==> src/rtl/chip8_fb_renderer.sv <==
// Copies the 64x32 CHIP-8 display buffer from main RAM into the 128x64 LCD framebuffer,
// doubling every pixel horizontally and vertically (4 framebuffer writes per source byte).
module chip8_fb_renderer #(
    parameter logic [11:0] FB_BASE = 12'hF00
) (
    input  logic        clk,
    input  logic        reset,
    input  logic        start_signal,
    output logic [11:0] main_ram_read_address,
    input  logic [7:0]  main_ram_out,
    output logic [9:0]  fb_write_address,
    output logic        fb_write_enable,
    output logic [7:0]  fb_ram_in,
    output logic        busy,
    output logic        finished_signal
);

    typedef enum logic [2:0] {
        S_IDLE, S_FETCH, S_WAIT, S_W0, S_W1, S_W2, S_W3, S_DONE
    } state_t;

    state_t      state_q, state_d;
    logic [7:0]  src_q, src_d;
    logic [7:0]  byte_q, byte_d;
    logic [11:0] raddr_q, raddr_d;
    logic [9:0]  waddr_q, waddr_d;
    logic        we_q, we_d;
    logic [7:0]  wdata_q, wdata_d;
    logic        busy_q, busy_d;
    logic        fin_q, fin_d;

    function automatic logic [7:0] dbl(input logic [3:0] n);
        return {n[3], n[3], n[2], n[2], n[1], n[1], n[0], n[0]};
    endfunction

    always_comb begin
        state_d = state_q;
        src_d   = src_q;
        byte_d  = byte_q;
        raddr_d = raddr_q;
        waddr_d = waddr_q;
        wdata_d = wdata_q;
        we_d    = 1'b0;
        fin_d   = 1'b0;

        case (state_q)
            S_IDLE: begin
                if (start_signal) begin
                    state_d = S_FETCH;
                    src_d   = '0;
                end
            end
            S_FETCH: state_d = S_WAIT;
            S_WAIT: begin
                state_d = S_W0;
                byte_d  = main_ram_out;
            end
            S_W0: state_d = S_W1;
            S_W1: state_d = S_W2;
            S_W2: state_d = S_W3;
            S_W3: begin
                if (src_q == 8'hFF) begin
                    state_d = S_DONE;
                end else begin
                    state_d = S_FETCH;
                    src_d   = src_q + 8'd1;
                end
            end
            S_DONE:  state_d = S_IDLE;
            default: state_d = S_IDLE;
        endcase

        // Registered outputs are computed for the state being entered, so each
        // write is visible during its own W0..W3 cycle.
        if (state_d == S_FETCH) begin
            raddr_d = FB_BASE + {4'b0000, src_d};
        end

        case (state_d)
            S_W0: begin
                we_d    = 1'b1;
                waddr_d = {src_d[7:3], 1'b0, src_d[2:0], 1'b0};
                wdata_d = dbl(byte_d[7:4]);
            end
            S_W1: begin
                we_d    = 1'b1;
                waddr_d = {src_d[7:3], 1'b0, src_d[2:0], 1'b1};
                wdata_d = dbl(byte_d[3:0]);
            end
            S_W2: begin
                we_d    = 1'b1;
                waddr_d = {src_d[7:3], 1'b1, src_d[2:0], 1'b0};
                wdata_d = dbl(byte_d[7:4]);
            end
            S_W3: begin
                we_d    = 1'b1;
                waddr_d = {src_d[7:3], 1'b1, src_d[2:0], 1'b1};
                wdata_d = dbl(byte_d[3:0]);
            end
            S_DONE:  fin_d = 1'b1;
            default: ;
        endcase

        busy_d = (state_d != S_IDLE);
    end

    always_ff @(posedge clk or posedge reset) begin
        if (reset) begin
            state_q <= S_IDLE;
            src_q   <= '0;
            byte_q  <= '0;
            raddr_q <= '0;
            waddr_q <= '0;
            we_q    <= 1'b0;
            wdata_q <= '0;
            busy_q  <= 1'b0;
            fin_q   <= 1'b0;
        end else begin
            state_q <= state_d;
            src_q   <= src_d;
            byte_q  <= byte_d;
            raddr_q <= raddr_d;
            waddr_q <= waddr_d;
            we_q    <= we_d;
            wdata_q <= wdata_d;
            busy_q  <= busy_d;
            fin_q   <= fin_d;
        end
    end

    assign main_ram_read_address = raddr_q;
    assign fb_write_address      = waddr_q;
    assign fb_write_enable       = we_q;
    assign fb_ram_in             = wdata_q;
    assign busy                  = busy_q;
    assign finished_signal       = fin_q;

endmodule
==> config.mk <==
export PLATFORM = sky130hd
export DESIGN_NAME = chip8_fb_renderer
export DESIGN_NICKNAME = d
export VERILOG_FILES = /design/src/rtl/chip8_fb_renderer.sv
export SDC_FILE = /design/constraint.sdc
export NUM_CORES = 1
export LEC_CHECK = 0
export CORE_MARGIN = 8
export CORE_UTILIZATION = 50
export DETAILED_ROUTE_END_ITERATION = 8
export GPL_TIMING_DRIVEN = 0
export PLACE_DENSITY = 0.82
export SETUP_SLACK_MARGIN = 0.02
export SLEW_MARGIN = 15
export SYNTH_ARGS = -nofsm -noshare
export SYNTH_HDL_FRONTEND = slang
export SYNTH_SLANG_ARGS = --single-unit
export TNS_END_PERCENT = 5
==> constraint.sdc <==
create_clock -name clk -period 2.6 [get_ports clk]
set_input_delay 0.39 -clock clk [delete_from_list [all_inputs] [get_ports clk]]
set_output_delay 0.39 -clock clk [all_outputs]
set_load 0.01 [all_outputs]
# Word-level counts from Yosys, hierarchy flattened

Index checks and enable logic that the tools add are counted.

Flip-flop bits (word level): 52
Input bits: 11
Output and inout port bits: 33
Word-level logic and storage cells: 43

Add/sub/neg operators: 2
Eq/ne operators: 14
Multiplexer cells: 11
Reduce and logical (&&, ||, !) cells: 7

Operators by type and width:

| kind                   | count |
|---|---|
| $pmux W10 S4           | 1 |
| $pmux W8 S2            | 2 |
| $eq A3 B3 Y1 const B   | 8 |
| $mux W8                | 3 |
| $pmux W3 S8            | 1 |
| $add A9 B9 Y10 const A | 1 |
| $eq A3 B2 Y1 const B   | 3 |
| $add A8 B1 Y8 const B  | 1 |
| $eq A8 B8 Y1 const B   | 1 |
| $eq A3 B1 Y1 const B   | 2 |
| $mux W3                | 2 |
| $reduce_bool A4 Y1     | 1 |
| $reduce_or A2 Y1       | 2 |
| $reduce_or A4 Y1       | 1 |
| $logic_not A3 Y1       | 1 |
| $reduce_bool A3 Y1     | 1 |
| $mux W1                | 2 |
| $reduce_bool A2 Y1     | 1 |

# Logic depth before layout (Yosys ltp)

Gate-level depths: netlist of the first run.

Depth in word-level cells: 6
Mapped depth: 5
Depth with buffers taken out: 5

# Worst setup path after synthesis of the first run

No wires, ideal clock.

Path kind: reg2reg
From: register src_q[0]
To: register raddr_q[3] (netlist: main_ram_read_address[3])
Library setup time: 0.125 ns
Data arrival time: 1.670 ns
Required time: 2.475 ns
Setup slack: 0.805 ns
Cell stages (with the launch flop): 6
Buffers on the path: 0
Period minus slack after synthesis: 1.795 ns
Cell sequence: dfrtp_1 -> ha_1 -> and3_1 -> a21o_1 -> a21oi_2 -> mux2_2

Word-level cells in the longest chain between the ends: 4
Elaborated cells between the ends (all ways): 9
Classes of those cells: add/sub: 2; eq/ne: 2; mux: 5

RTL lines:

| element                                               | line   | source |
|---|---|---|
| start: declaration                                    | 23     | `logic [7:0] src_q, src_d;` |
| start signal: assignment                              | 120    | `src_q <= src_d;` |
| $add A8 B1 Y8 / $eq A8 B8 Y1 (equally long branches)  | 66, 62 |  |
| $mux W8 / $mux W3 (equally long branches)             | 62     | `if (src_q == 8'hFF) begin` |
| $pmux W8 S2 / $pmux W3 S8 (equally long branches)     | 46     | `case (state_q)` |
| $add A9 B9 Y10 / $eq A3 B1 Y1 (equally long branches) | 76, 75 |  |
| end signal: assignment                                | 122    | `raddr_q <= raddr_d;` |
| end: declaration                                      | 25     | `logic [11:0] raddr_q, raddr_d;` |

Several ways; a longest one is shown, not always the timed one.
A chain may end at the register's enable or synchronous reset.

# Worst setup path after layout of the first run

From: register src_q[0]
To: register raddr_q[5] (netlist: main_ram_read_address[5])

The elaborated chain is that of the path after synthesis.

==> results of run 1 <==
==> cell usage after synthesis (2+ instances only) <==
master / count
a21o_1: 5
a21oi_1: 8
a21oi_2: 6
a31oi_1: 2
a32o_1: 2
buf_2: 2
buf_4: 9
dfrtp_1: 45
inv_1: 2
mux2_2: 23
mux2i_1: 5
nand2_1: 5
nand3_1: 4
nor2_1: 9
o21ai_0: 3
o31ai_1: 2
or3_1: 2
xor2_1: 2
==> worst paths after layout <==
| check | start | endpoint | depth (start not counted) |
|---|---|---|---|
| worst min register to register | byte_q[7]$_DFF_PP0_ | byte_q[7]$_DFF_PP0_ | 1 |
| worst max-delay path | src_q[0]$_DFF_PP0_ | main_ram_read_address[5]$_DFFE_PP0N_ | 5 |
| max in group asynchronous | reset | finished_signal$_DFF_PP0_ | 3 |
| min in group clk | byte_q[7]$_DFF_PP0_ | byte_q[7]$_DFF_PP0_ | 1 |
| worst min-delay path | reset | main_ram_read_address[4]$_DFFE_PP0N_ | 2 |
| worst max register to register | src_q[0]$_DFF_PP0_ | main_ram_read_address[5]$_DFFE_PP0N_ | 5 |
==> stage by stage <==
step	setup slack [ps]	area (µm²)
2_1_floorplan	805.0	2001
3_3_place_gp	346.3	2494
3_5_place_dp	373.7	2514
4_1_cts	583.6	2587
5_1_grt	503.3	2587
6_report	571.4	2587
==> worst register-to-register path, cell delays in order, from the launching register on <==
cell     delay, ps
dfrtp_1        450
ha_1           300
and3_1         250
a21o_1         200
a21oi_2        340
mux2_2         380
==> flip-flops by register name, indices dropped and copies added (netlist names) <==
register	flops
src_q	8
main_ram_read_address	9
fb_ram_in	4
fb_write_address	10
busy	1
fb_write_enable	1
state_q	3
finished_signal	1
byte_q	8
==> layout by cell type, fill, tap and decap left out, types with 6 or more instances in the layout <==
master and count:
clkdlybuf4s50_1 43, buf_4 9, a21oi_1 8, a21oi_2 6, mux2_2 23, nor2_1 9
dfrtp_1 45
==> final cells by class <==
class                   instances  area, µm²
plain buffers                  13      92.59
multi-input cells              95      770.7
clock buffers                   5      68.82
well taps                      50      62.56
fillers                       304       1326
flip-flops and latches         45       1126
inverters                       3      11.26
clock inverters                 1      5.005
repair buffers                 44      450.4
==> layer usage <==
metal / track usage, % / routed length [µm]
met5: 0 / 0
met4: 6.111 / 70
met3: 4.063 / 147
met2: 23.50 / 2198
met1: 17.59 / 1825
==> power by group <==
part           leakage (nW)  switching, mW  internal, mW
logic                 0.541          0.584         0.657
registers             0.574          0.136         0.899
clock network        0.0399          0.217         0.177
total                  1.16          0.936          1.73
==> cells by family after synthesis <==
family	after synthesis	synth area share (%)
simple gates	30	8.444
buf+inv	16	5.190
xor+xnor	3	2.252
flops	45	56.29
compound gates	33	11.76
fa+ha+maj	1	0.6253
mux	28	15.45
==> impl_metrics.py, run 1 <==
metrics = {
    "finish": {
        "final_cell_count_no_fill": 256,
        "layout.nets": 219,
        "diodes": 0,
        "area_growth_pct": 29.33,
        "utilization_pct": 66.11,
        "final_layout_size_suffix_gt1_share_pct": 25.24,
    },
    "power_and_ir_drop": {
        "leakage_nw": 1.156,
        "power_mw": 2.669,
        "powerDensity_nw_per_um2": 1032,
        "ir_drop_mv": 0.6248,
    },
    "critical_path": {
        "crit_buf_inv": 0,
        "critPathRequiredTime_ps": 2790,
        "max_stage_delay_ps": 450,
        "r2r_setup_slack_ps": 570,
        "cp_max_fo": 6,
        "criticalPathCategory": "reg2reg",
        "cp_slowest_cell": "dfrtp_1",
        "path_cells": "ha_1, and3_1, a21o_1, a21oi_2, mux2_2",
        "arrival_ps": 2220,
        "cp-end-kind": "flop",
        "critPathTopFamily": "compound AO/OA/AOI/OAI gates",
        "crit_path_start_kind": "flop",
    },
    "synth": {
        "synth.top_cell.area_share_pct": 56.29,
        "ys_ff_latch": 45,
        "synth_top_cell_by_area": "dfrtp_1",
        "synthTopCellsByArea": "dfrtp_1, mux2_2, buf_4",
        "yosysSeqAreaShare_pct": 56.29,
        "synth_enable_flop_cells": 0,
        "avgSynthCellArea_um2": 12.82,
        "syn_nets": 168,
        "synth_area_um2": 2001,
        "yosysWarnings": 0,
        "async_reset_ff_share_pct": 100.0,
        "ys_types": 38,
        "syn_inst": 156,
        "synthFlopType": "dfrtp_1",
    },
    "timing": {
        "finalSetupViolations": 0,
        "fin_crit_sh_pct": 78.02,
        "drv_slew": 0,
        "fmax_mhz": 492.9,
        "skew_ps": 4.066,
        "tns_ps": 0,
        "relSlewSlack_pct": 70.51,
        "hold_viol_final": 0,
        "min_period_ps": 2029,
        "tightest_slew_ps": 441.7,
        "whs_ps": 408.4,
        "rsz0062_at_grt": "no",
    },
    "clocking": {
        "cts_setup_buffers": 0,
        "clkLatencyLatePin_ps": 300,
        "cts_sinks": 45,
        "post_cts_resized": 0,
        "cts_root_buf": "clkbuf_8",
        "cts_htree_levels": 2,
        "clk_path_buf_depth": 2,
        "path_clk_slew_ps": 70,
        "cts_buffers": 5,
        "cts_tree": "built",
        "ctsHoldBuffers": 0,
    },
    "floorplanning": {
        "num_rows": 23,
        "start_util_pct": 51.12,
        "die_h_um": 79.26,
        "io_pins": 44,
        "core_area_um2": 3914,
        "fp.dieW_um": 79.26,
        "dieArea_um2": 6281,
    },
    "status": {
        "status": "complete, no violations",
    },
    "hold_path": {
        "hold_class": "in2async",
    },
    "routing": {
        "wl_mm": 4.242,
        "vias": 1378,
        "drt_iter0_drc": 88,
        "dr.pass1.iters": 4,
        "routedWlPerCell_um": 16.57,
        "drc": 0,
        "final_antenna_net_count": 0,
        "vias_per_cell": 5.383,
    },
    "global_routing": {
        "grt.overflow.total": 0,
        "grt_pass1_wl_mm": 7.134,
        "grt_pass1_vias": 1415,
        "track_usage_pct": 14.47,
        "grt_start_max_net_pins": 27,
        "antenna_found_initial": 0,
    },
    "place": {
        "dpl.cell_count": 250,
        "dp_hpwl_mm": 3.168,
        "gp_congestion": 0.8317,
        "port_buffers": 43,
    },
    "run": {
        "maxCapViolCount": 0,
    },
}
No activity file was read; power rests on OpenSTA's default activity.
==> run 2, diff against run 1 <==
clock period = 1.9 ns   (was 2.6 ns; I/O delays follow)
==> impl_metrics.py, run 2 (synthesized netlist as in run 1, its figures left out) <==
metrics = {
    "floorplanning": {
        "num_rows": 23,
        "io_pins": 44,
        "fp.dieW_um": 79.26,
        "start_util_pct": 51.12,
        "dieArea_um2": 6281,
        "die_h_um": 79.26,
        "core_area_um2": 3914,
    },
    "routing": {
        "final_antenna_net_count": 0,
        "routedWlPerCell_um": 16.72,
        "wl_mm": 4.331,
        "vias": 1411,
        "vias_per_cell": 5.448,
        "drt_iter0_drc": 95,
        "drc": 0,
        "dr.pass1.iters": 4,
    },
    "finish": {
        "layout_commonest_cell": "dfrtp_1",
        "diodes": 0,
        "final_cell_count_no_fill": 259,
        "layout.nets": 222,
        "final_layout_size_suffix_gt1_share_pct": 27.27,
        "area_growth_pct": 31.52,
        "utilization_pct": 67.23,
        "largest_reg_flops": 10,
        "final_cell_mix": "dfrtp_1, clkdlybuf4s50_1, mux2_2",
    },
    "clocking": {
        "path_clk_slew_ps": 70,
        "clkLatencyLatePin_ps": 300,
        "ctsHoldBuffers": 0,
        "cts_htree_levels": 2,
        "cts_root_buf": "clkbuf_8",
        "clk_path_buf_depth": 2,
        "cts_sinks": 45,
        "cts_buffers": 5,
        "cts_tree": "built",
    },
    "global_routing": {
        "grt.overflow.total": 0,
        "track_usage_pct": 14.54,
        "antenna_found_initial": 0,
        "grt_start_max_net_pins": 27,
        "grt_pass1_vias": 1412,
        "grt_pass1_wl_mm": 7.148,
    },
    "power_and_ir_drop": {
        "p_seq_share_pct": 38.2,
        "powerDensity_nw_per_um2": 1422,
        "p_switching_mw": 1.317,
        "p_int_mw": 2.425,
        "power_frac_clock_pct": 14.4,
        "ir_drop_mv": 0.9261,
        "leakage_nw": 1.169,
        "swShare_pct": 35.20,
        "comb_power_share_pct": 47.4,
    },
    "timing": {
        "relSlewSlack_pct": 66.62,
        "hold_viol_final": 0,
        "skew_ps": 7.458,
        "tightest_slew_ps": 500.7,
        "drv_slew": 0,
        "finalWorstSetupSlack_ps": 79.63,
        "min_period_ps": 1820,
        "whs_ps": 299.8,
        "fin_crit_sh_pct": 95.81,
        "fmax_mhz": 549.3,
        "finalSetupViolations": 0,
        "rsz0062_at_grt": "no",
    },
    "critical_path": {
        "crit_path_start_kind": "flop",
        "critPathRequiredTime_ps": 2090,
        "worstRegToRegCells": 5,
        "cp_max_fo": 6,
        "arrival_ps": 2010,
        "criticalPathCategory": "reg2reg",
        "cp-end-kind": "flop",
        "r2r_setup_slack_ps": 80,
        "r2r_start": "src_q[0]$_DFF_PP0_",
        "r2r-end": "main_ram_read_address[5]$_DFFE_PP0N_",
    },
    "place": {
        "dpl.cell_count": 250,
        "dp_hpwl_mm": 3.168,
        "place_ws_ps": -221.3,
        "gp_congestion": 0.8317,
        "port_buffers": 43,
    },
    "hold_path": {
        "hold_class": "in2async",
    },
    "status": {
        "status": "complete, no violations",
    },
    "run": {
        "maxCapViolCount": 0,
    },
}
==> run 2: critical path, cell delays in order (launching register included) <==
cell	delay, ps
dfrtp_2	470
ha_4	200
and3_1	220
a21o_1	210
a21oi_4	240
mux2_2	370
==> run 2: area by class of cell <==
type	instances	area, µm²
Buffer	13	92.59
Sequential cell	45	1127
Inverter	3	11.26
Multi-Input combinational cell	95	790.8
Timing Repair Buffer	47	473.0
Fill cell	301	1282
Clock inverter	1	5.005
Clock buffer	5	68.82
Tap cell	50	62.56
==> run 2: worst max path at each step <==
| stage | start | end | slack [ps] | cells past startpoint |
|---|---|---|---|---|
| after global placement | reset | main_ram_read_address[10]$_DFFE_PP0N_ | -250 | 2 |
| after CTS | src_q[0]$_DFF_PP0_ | main_ram_read_address[5]$_DFFE_PP0N_ | 40 | 5 |
| after global routing | src_q[0]$_DFF_PP0_ | main_ram_read_address[6]$_DFFE_PP0N_ | 40 | 5 |
| after detailed placement | start_signal | main_ram_read_address[5]$_DFFE_PP0N_ | -220 | 4 |
| final | src_q[0]$_DFF_PP0_ | main_ram_read_address[5]$_DFFE_PP0N_ | 80 | 5 |
| after floorplan | src_q[0]$_DFF_PP0_ | main_ram_read_address[3]$_DFFE_PP0N_ | 110 | 5 |
==> run 2: repair_timing <==
item	4_1_cts	5_1_grt
buffers inserted	0	3
pin swaps	1	0
gates resized for setup	2	2
endpoints found under the setup margin	5	8
==> run 2: metal layers <==
| layer | track usage [%] | vias to the layer above | routed length, µm |
|---|---|---|---|
| met2 | 23.91 | 28 | 2259 |
| met3 | 4.176 | 6 | 177 |
| met1 | 17.38 | 714 | 1823 |
| li1 | - | 663 | - |
| met4 | 6.111 | 0 | 71 |
| met5 | 0 | - | 0 |
==> run 2: power by group through the flow <==
stage	clock [mW]	sequential, mW	combinational (mW)
2_1_floorplan	0	1.45	1.08
3_3_place_gp	0	1.42	1.66
3_5_place_dp	0	1.44	1.71
4_1_cts	0.553	1.42	1.73
5_1_grt	0.590	1.46	1.91
6_report	0.540	1.43	1.77
==> run 2: metrics by stage <==
stage               power (mW)  instance area [µm²]  setup TNS, ps
global route             3.960                 2631              0
detailed placement       3.154                 2514          -1272
CTS                      3.708                 2597              0
finish                   3.742                 2631              0
global placement         3.074                 2494         -12330
floorplan                2.531                 2001              0
==> edit: new RTL, settings of run 1 <==
`raddr_q` no longer has a reset.
--- a/src/rtl/chip8_fb_renderer.sv
+++ b/src/rtl/chip8_fb_renderer.sv
@@ -109,7 +109,6 @@
             state_q <= S_IDLE;
             src_q   <= '0;
             byte_q  <= '0;
-            raddr_q <= '0;
             waddr_q <= '0;
             we_q    <= 1'b0;
             wdata_q <= '0;
@@ -119,13 +118,16 @@
             state_q <= state_d;
             src_q   <= src_d;
             byte_q  <= byte_d;
-            raddr_q <= raddr_d;
             waddr_q <= waddr_d;
             we_q    <= we_d;
             wdata_q <= wdata_d;
             busy_q  <= busy_d;
             fin_q   <= fin_d;
         end
+    end
+
+    always_ff @(posedge clk) begin
+        raddr_q <= raddr_d;
     end
 
     assign main_ram_read_address = raddr_q;
Behaviour: not the same (Yosys sat finds a counterexample within 4 cycles, from zero or initial values and one cycle with reset high).
==> edit against run 1 <==
- cell area about the same
- synthesized area decreased by 0.44%
- non-clock buffer count decreased by 5
- die area shrank 0.35%
- setup slack got worse by 0.50 ns
- sequential cell count down 1
- wire length decreased by 3.0%
- critical path depth up 3
- critical path type unchanged
Power is not compared: it rests on default switching activity, and its combinational part moved more than twofold at a synthesized area within 25%.
==> edit: results (changes against run 1) <==
outcome finished clean; Worst Reg-to-Reg Cells 8 (+3); Worst slew margin 0.511 (-0.194); area share of xor/xnor cells in the synthesized design 0.00440 (-0.0181); metal2 WL 2050 um (-6.7%); DRT Pass-1 Iters 6 (+2); crit path DAT 2.54 ns (+0.32 ns); post-DP HPWL 2870 um (-9.3%); commonest cells in the synthesized netlist dfrtp_1 (36), mux2_2 (12), nand2_1 (11); multiplexer share of the synthesized area 0.0879 (-0.0665); GRT Total Usage 0.135 (-0.00922); ranking of synthesized cells by area dfrtp_1 (45%), edfxtp_1 (12%), mux2_2 (6.8%), buf_4 (3.0%), ha_1 (2.5%); Adder-Cell Fraction of Synth Area 0.0251 (+0.0189); largest net degree at the start of global routing 37 (+37%); crit-path max FO 10 (+4); largest family of logic cells by synthesized area simple AND/OR/NAND/NOR gates; r2r startpoint state_q[1]; worst clock skew 0.00409 ns (+0.0000220 ns); 1st-iter DRT viols 81 (-8.0%); synth unique cells 45 (+18%); gp weighted congestion 0.815 (-2.0%); Worst R2R Setup Slack 0.07 ns (-0.50 ns); Hold WS 0.485 ns (+0.0770 ns); DR vias/cell 5.22 (-3.1%); Max stage delay on crit path 0.49 ns (+0.04 ns); r2r endpoint main_ram_read_address[7]; met1 Use GR 0.159 (-0.0170); GR Layer Usage met2 0.214 (-0.0205); # port buffers 39 (-9.3%); dpl cells 258 (+3.2%); metal3 WL 231 um (+57%); routed wire length 4120 um (-3.0%); Synth Area in Compound Gates 0.114 (-0.00388); Metal-1 WL 1750 um (-3.9%)
-- edit: worst max-delay path by stage --
stage	startpoint	to	slack [ns]	cells after the start
6_report	state_q[1]	main_ram_read_address[7]	0.07	8
4_1_cts	state_q[1]	main_ram_read_address[4]	0.02	7
3_3_place_gp	state_q[1]	main_ram_read_address[1]	-0.53	7
3_5_place_dp	state_q[1]	main_ram_read_address[0]	-0.17	7
2_1_floorplan	state_q[1]	main_ram_read_address[0]	0.03	7
5_1_grt	state_q[1]	main_ram_read_address[7]	-0.03	8
-- edit: area by class of cell --
type / instances / area [sq um]
multi-input combinational: 101 / 737
buffer: 12 / 91.3
fill: 315 / 1330
tap: 50 / 62.6
sequential: 44 / 1140
inverter: 12 / 45.0
timing repair buffer: 40 / 410
clock buffer: 8 / 101
-- edit: what timing repair did --
action | CTS | global route
setup endpoints to repair | 8 | 8
pin swaps | 0 | 1
setup buffers | 0 | 1
hold buffers | 0 | 0
gates resized for setup | 1 | 0
